<file path="config.mk">
export PLATFORM = sky130hd
export DESIGN_NAME = spi_xfer_arbiter
export DESIGN_NICKNAME = d
export VERILOG_FILES = /design/src/rtl/spi_xfer_arbiter.sv
export SDC_FILE = /design/constraint.sdc
export NUM_CORES = 1
export LEC_CHECK = 0
export CAP_MARGIN = 20
export CORE_UTILIZATION = 41
export CTS_CLUSTER_DIAMETER = 60
export DETAILED_ROUTE_END_ITERATION = 16
export PLACE_DENSITY = 0.81
export SLEW_MARGIN = 25
export SYNTH_ARGS = -nofsm -noshare
export SYNTH_HDL_FRONTEND = slang
export SYNTH_SLANG_ARGS = --single-unit
</file>
<file path="constraint.sdc">
create_clock -name clk -period 2 [get_ports clk]
set_input_delay 0.4 -clock clk [delete_from_list [all_inputs] [get_ports clk]]
set_output_delay 0.4 -clock clk [all_outputs]
set_load 0.1 [all_outputs]
</file>
<file path="src/rtl/spi_xfer_arbiter.sv">
// Round-robin arbiter and transaction sequencer sharing one SPI engine among NREQ requesters.
// Frames chip-select with setup/guard spacing, pulses the engine start and aborts hung transfers.
module spi_xfer_arbiter #(
  parameter int unsigned NREQ     = 4,
  parameter int unsigned CS_SETUP = 2,
  parameter int unsigned CS_GUARD = 2,
  parameter int unsigned TIMEOUT  = 64
) (
  input  logic                    clk,
  input  logic                    rst_n,
  input  logic [NREQ-1:0]         req,
  input  logic [NREQ-1:0]         req_dir,
  input  logic [8*NREQ-1:0]       req_wdata,
  output logic [NREQ-1:0]         done,
  output logic                    err,
  output logic [7:0]              rdata,
  output logic                    busy,
  output logic [$clog2(NREQ)-1:0] owner,
  output logic                    eng_cs_n,
  output logic                    eng_tx_start,
  output logic                    eng_rx_start,
  output logic [7:0]              eng_wdata,
  input  logic [7:0]              eng_rdata,
  input  logic                    eng_rx_valid,
  input  logic                    eng_tx_done
);

  localparam int unsigned OW = $clog2(NREQ);
  localparam int unsigned CW = 4;
  localparam int unsigned TW = $clog2(TIMEOUT);

  localparam logic [2:0] S_IDLE  = 3'd0;
  localparam logic [2:0] S_SETUP = 3'd1;
  localparam logic [2:0] S_START = 3'd2;
  localparam logic [2:0] S_WAIT  = 3'd3;
  localparam logic [2:0] S_GUARD = 3'd4;

  logic [2:0]    state, state_nx;
  logic [CW-1:0] cnt, cnt_nx;
  logic [TW-1:0] tcnt, tcnt_nx;
  logic [OW-1:0] ptr, ptr_nx, owner_nx, ptr_inc;
  logic          dir_q, dir_nx;
  logic [7:0]    wdata_q, wdata_nx, rdata_q, rdata_nx;

  logic          found;
  logic [OW-1:0] win, cand;
  logic          hit, tmo;

  // First set request at or after ptr, scanning upward with wrap.
  always_comb begin
    found = 1'b0;
    win   = '0;
    cand  = '0;
    for (int unsigned i = 0; i < NREQ; i++) begin
      cand = OW'((32'(ptr) + i) % NREQ);
      if (!found && req[cand]) begin
        found = 1'b1;
        win   = cand;
      end
    end
  end

  // Only the event matching the latched direction completes; the other is ignored.
  assign hit     = (state == S_WAIT) && (dir_q ? eng_rx_valid : eng_tx_done);
  assign tmo     = (state == S_WAIT) && !hit && (tcnt == TW'(TIMEOUT - 1));
  assign ptr_inc = (owner == OW'(NREQ - 1)) ? '0 : owner + 1'b1;

  always_comb begin
    done = '0;
    if (hit || tmo) done[owner] = 1'b1;
  end

  assign err          = tmo;
  assign rdata        = (hit && dir_q) ? eng_rdata : rdata_q;
  assign busy         = (state != S_IDLE);
  assign eng_cs_n     = !((state == S_SETUP) || (state == S_START) || (state == S_WAIT));
  assign eng_tx_start = (state == S_START) && !dir_q;
  assign eng_rx_start = (state == S_START) && dir_q;
  assign eng_wdata    = wdata_q;

  always_comb begin
    state_nx = state;
    cnt_nx   = cnt;
    tcnt_nx  = tcnt;
    ptr_nx   = ptr;
    owner_nx = owner;
    dir_nx   = dir_q;
    wdata_nx = wdata_q;
    rdata_nx = rdata_q;
    case (state)
      S_IDLE: begin
        if (found) begin
          owner_nx = win;
          dir_nx   = req_dir[win];
          wdata_nx = req_wdata[{win, 3'b000} +: 8];
          cnt_nx   = CW'(CS_SETUP);
          state_nx = S_SETUP;
        end
      end
      S_SETUP: begin
        if (cnt <= CW'(1)) state_nx = S_START;
        else               cnt_nx   = cnt - 1'b1;
      end
      S_START: begin
        tcnt_nx  = '0;
        state_nx = S_WAIT;
      end
      S_WAIT: begin
        if (hit || tmo) begin
          if (hit && dir_q) rdata_nx = eng_rdata;
          ptr_nx   = ptr_inc;
          cnt_nx   = CW'(CS_GUARD);
          state_nx = S_GUARD;
        end else begin
          tcnt_nx = tcnt + 1'b1;
        end
      end
      S_GUARD: begin
        if (cnt <= CW'(1)) state_nx = S_IDLE;
        else               cnt_nx   = cnt - 1'b1;
      end
      default: state_nx = S_IDLE;
    endcase
  end

  always_ff @(posedge clk or negedge rst_n) begin
    if (!rst_n) begin
      state   <= S_IDLE;
      cnt     <= '0;
      tcnt    <= '0;
      ptr     <= '0;
      owner   <= '0;
      dir_q   <= 1'b0;
      wdata_q <= 8'h00;
      rdata_q <= 8'h00;
    end else begin
      state   <= state_nx;
      cnt     <= cnt_nx;
      tcnt    <= tcnt_nx;
      ptr     <= ptr_nx;
      owner   <= owner_nx;
      dir_q   <= dir_nx;
      wdata_q <= wdata_nx;
      rdata_q <= rdata_nx;
    end
  end

endmodule

</file>
==> flow_summary_export.csv <==
group,metric,value,unit
status,outcome,"finished with violations",
setup_path,r2r.worst_path.cells,9,
placed_design,hpwl,4593,um
setup_path,worstPathArrival,1.76,ns
clocking,cts-root-to-sink-buffers,2,
setup_path,start_kind,"flop",
setup_path,timing.critical_path.cells,"and3b_4 -> and3_4 -> mux2_4 -> buf_12",
clocking,h-tree-depth,2,
setup_path,r2r_setup_slack,0.09,ns
synth,ys_top_cells_by_area,"sky130_fd_sc_hd__dfrtp_1, sky130_fd_sc_hd__mux2_1, sky130_fd_sc_hd__mux2i_1",
timing,relSlewSlack,0.6302,
synth,asyncSetResetFlopFracSynth,1.000,
timing,final.setup.worst_slack,-0.1584,ns
clocking,clk_transition_reported_paths,0.07,ns
detailed_routing,wirelength,5767,um
timing,ratio_of_final_minimum_period_to_clock_period,1.079,
floorplanning,die_w,75.89,um
floorplanning,die_h,75.89,um
floorplanning,initial_core_util,0.4328,
grt,first_pass_grt_wire_length,9225,um
placed_design,final_replace_weighted_congestion,0.7833,
cells_and_area,final_net_count,401,
detailed_routing,post_drt_via_cell_ratio,5.109,
timing,finalClockSkew,0.008676,ns
synth,netlist-cell-type-count,52,
synth,synth_edf_count,0,
synth,synth_top_area_cell,"sky130_fd_sc_hd__dfrtp_1",
setup_path,critPathCaptureType,"primary output",
floorplanning,std_cell_rows,26,
timing,max_slew_violations,0,
clocking,tritoncts.num_buffers,5,
synth,netlist_area,2238,um^2
setup_path,critical_path_origin,"state[2]$_DFFE_PN0P_",
setup_path,timing.critical_path.required,1.60,ns
power_and_ir_drop,vdd_ir_drop_max,1.292,mV
floorplanning,core,5172,um^2
placed_design,portBuffers,78,
synth,synth_top_flop_cell,"sky130_fd_sc_hd__dfrtp_1",
cells_and_area,layout.cell_area.non_filler,3726,um^2
timing,post-route-min-period,2.158,ns
floorplanning,boundaryPins,79,
cells_and_area,post_route_cells_drive_above_1_share,0.3732,
detailed_routing,initialDrtViolationCount,74,
timing,max_freq,463.3,MHz
grt,grt.overflow.total,0,
setup_path,worstReg2RegStart,"tcnt[0]$_DFFE_PN0P_",
grt,grt_use_total,0.2164,
worst_hold_path,hold_path.class,"in2async",
setup_path,critical_path.slowest_cell,"sky130_fd_sc_hd__dfrtp_1",
setup_path,worstReg2RegEnd,"cnt[0]$_DFFE_PN0P_",
synth,ys_seq_area_frac,0.3801,
run,drv.max_cap_violation_count,0,
clocking,count_of_hold_buffers_inserted_by_post_cts_repair,0,
synth,synthDominantCellAreaShare,0.3801,
grt,initial_antenna_violation_count,0,
cells_and_area,final_util,0.7204,
clocking,tritoncts_clock_tree,"built",
timing,finalSetupTns,-1.730,ns
grt,vias_in_the_first_global_route,2084,
clocking,clock_insertion_delay_at_the_later_pin_of_the_skew_report,0.29,ns
detailed_routing,route.antenna.remaining_nets,0,
placed_design,numPlacedInstances,398,
timing,rsz0062_at_grt,"true",
status,violations,"negative setup slack",
power_and_ir_drop,power_per_cell_area,1712,nW/um^2
timing,worst_pin_slew,0.5547,ns
cells_and_area,diodes,0,
timing,report.final.setup_viol,12,
synth,synth_fp_nets,280,
synth,yosys_warnings,0,
power_and_ir_drop,power_leakage,1.651,nW
clocking,cts_sinks,34,
detailed_routing,route.vias.total,2110,
clocking,cts_root_buffer,"sky130_fd_sc_hd__clkbuf_8",
cells_and_area,layout-area-overhead-vs-synth,66.46,%
placed_design,place_worst_setup_slack,-0.2158,ns
cells_and_area,fin_cells,413,
detailed_routing,drc,0,
detailed_routing,route.detailed.wl_per_inst,13.96,um
synth,synthCells,221,
timing,hold_violations,0,
setup_path,worst_path_largest_cell_delay,0.39,ns
detailed_routing,length_of_the_first_detailed_routing_pass_in_iterations,3,
floorplanning,die_outline_area,5759,um^2
setup_path,cp_max_fo,6,
synth,synth_seq_cells,34,
setup_path,criticalPathCategory,"reg2out",
grt,largest_net_degree_at_the_start_of_global_routing,25,
synth,syn_avg_cell_area,10.13,um^2
placed_design,placement.cell_area,3551,um^2
==> cell families after synthesis <==
group / Yosys count / synth area share
AOI/OAI and AO/OA: 61 / 0.2152
xor gates and xnor gates: 4 / 0.01565
DFF: 34 / 0.3801
adders and majority gates: 7 / 0.03913
and+or+nand+nor: 67 / 0.1588
buffers and inverters: 19 / 0.04807
muxes: 29 / 0.1431
==> synth_stat cells, types with 2 or more instances <==
| master | n |
|---|---|
| sky130_fd_sc_hd__o21ai_1 | 3 |
| sky130_fd_sc_hd__o21a_1 | 2 |
| sky130_fd_sc_hd__mux2_2 | 6 |
| sky130_fd_sc_hd__buf_2 | 2 |
| sky130_fd_sc_hd__mux2i_1 | 10 |
| sky130_fd_sc_hd__o21ai_2 | 8 |
| sky130_fd_sc_hd__mux2_1 | 11 |
| sky130_fd_sc_hd__nor3_1 | 4 |
| sky130_fd_sc_hd__nor2_1 | 12 |
| sky130_fd_sc_hd__nand3b_1 | 3 |
| sky130_fd_sc_hd__o211ai_1 | 10 |
| sky130_fd_sc_hd__nand3_1 | 3 |
| sky130_fd_sc_hd__buf_4 | 3 |
| sky130_fd_sc_hd__a211oi_1 | 3 |
| sky130_fd_sc_hd__buf_6 | 3 |
| sky130_fd_sc_hd__dfrtp_1 | 34 |
| sky130_fd_sc_hd__a21bo_1 | 2 |
| sky130_fd_sc_hd__and3_1 | 10 |
| sky130_fd_sc_hd__a21boi_0 | 8 |
| sky130_fd_sc_hd__and2_4 | 2 |
| sky130_fd_sc_hd__a21o_1 | 2 |
| sky130_fd_sc_hd__a21oi_1 | 6 |
| sky130_fd_sc_hd__clkbuf_1 | 3 |
| sky130_fd_sc_hd__and2_1 | 5 |
| sky130_fd_sc_hd__xnor2_1 | 3 |
| sky130_fd_sc_hd__ha_1 | 7 |
| sky130_fd_sc_hd__nand2_1 | 21 |
| sky130_fd_sc_hd__inv_1 | 8 |
| sky130_fd_sc_hd__o21ai_0 | 4 |
==> worst max-delay path, delay by kind of cell, from the launching register on <==
kind | cells | cell delay (ns)
buffers and inverters | 1 | 0.17
muxes | 1 | 0.33
DFF | 1 | 0.39
and+or+nand+nor | 2 | 0.58
==> flip-flops by register name (all words and copies together), names as in the netlist <==
name,flops
cnt,4
dir_q,1
eng_wdata,8
owner,2
ptr,2
rdata_q,8
state,3
tcnt,6
==> cell usage in the layout, fill, tap and decap left out, types with 3 or more instances in the layout <==
cell type                         count
sky130_fd_sc_hd__buf_4               54
sky130_fd_sc_hd__clkdlybuf4s50_1     49
sky130_fd_sc_hd__dfrtp_1             32
sky130_fd_sc_hd__nand2_1             21
sky130_fd_sc_hd__buf_12              19
sky130_fd_sc_hd__o211ai_1            10
sky130_fd_sc_hd__nor2_1              10
sky130_fd_sc_hd__mux2i_1             10
sky130_fd_sc_hd__mux2_4               9
sky130_fd_sc_hd__and3_1               9
sky130_fd_sc_hd__inv_1                8
sky130_fd_sc_hd__a21boi_0             8
sky130_fd_sc_hd__o21ai_2              8
sky130_fd_sc_hd__and2_4               6
sky130_fd_sc_hd__a21oi_1              6
sky130_fd_sc_hd__mux2_2               6
sky130_fd_sc_hd__ha_1                 6
sky130_fd_sc_hd__clkbuf_8             6
sky130_fd_sc_hd__o21ai_1              4
sky130_fd_sc_hd__nor3_1               4
sky130_fd_sc_hd__nand3_1              3
sky130_fd_sc_hd__a211oi_1             3
sky130_fd_sc_hd__xnor2_1              3
sky130_fd_sc_hd__o21ai_0              3
sky130_fd_sc_hd__mux2_1               3
sky130_fd_sc_hd__nand3b_1             3
==> per-stage QoR <==
stage,hold slack (ns),power (mW)
after floorplan,0.1044,4.306
after global placement,0.4184,5.700
after detailed placement,0.4222,5.814
after CTS,0.1182,6.404
after global routing,0.1367,6.725
final,0.09737,6.380
==> final cells by class <==
class | count | area, um^2
fill | 399 | 1446
timing repair buffer | 124 | 1290
sequential | 34 | 853.3
inverter | 8 | 30.03
multi-input combinational | 169 | 1374
clock inverter | 1 | 5.005
tap | 70 | 87.58
clock buffer | 7 | 86.33
==> routing by layer <==
metal / routed length (um) / vias to the layer above / track usage
li1: - / 1046 / -
met1: 2352 / 1000 / 0.2422
met2: 3050 / 57 / 0.3953
met3: 264 / 7 / 0.04762
met4: 101 / 0 / 0.08848
met5: 0 / - / 0
==> worst max path at each step <==
stage	slack (ns)	end
3_5_place_dp	-0.22	done[2]
3_3_place_gp	-0.16	done[2]
6_report	-0.16	rdata[1]
2_1_floorplan	-0.28	eng_cs_n
4_1_cts	-0.18	rdata[7]
5_1_grt	-0.21	done[3]
==> where the power goes <==
group          switching [mW]  internal (mW)
logic                    2.80           1.81
clock network           0.249          0.278
registers               0.243           1.00
==> what timing repair did <==
action / in CTS / in global routing
gates cloned: 1 / 0
gates resized for setup: 8 / 0
hold endpoints to repair: 0 / 0
endpoints found under the setup margin: 13 / 13
pin swaps: 5 / 4
buffers inserted: 3 / 3
Note: power is estimated with default switching activity, not from simulation.
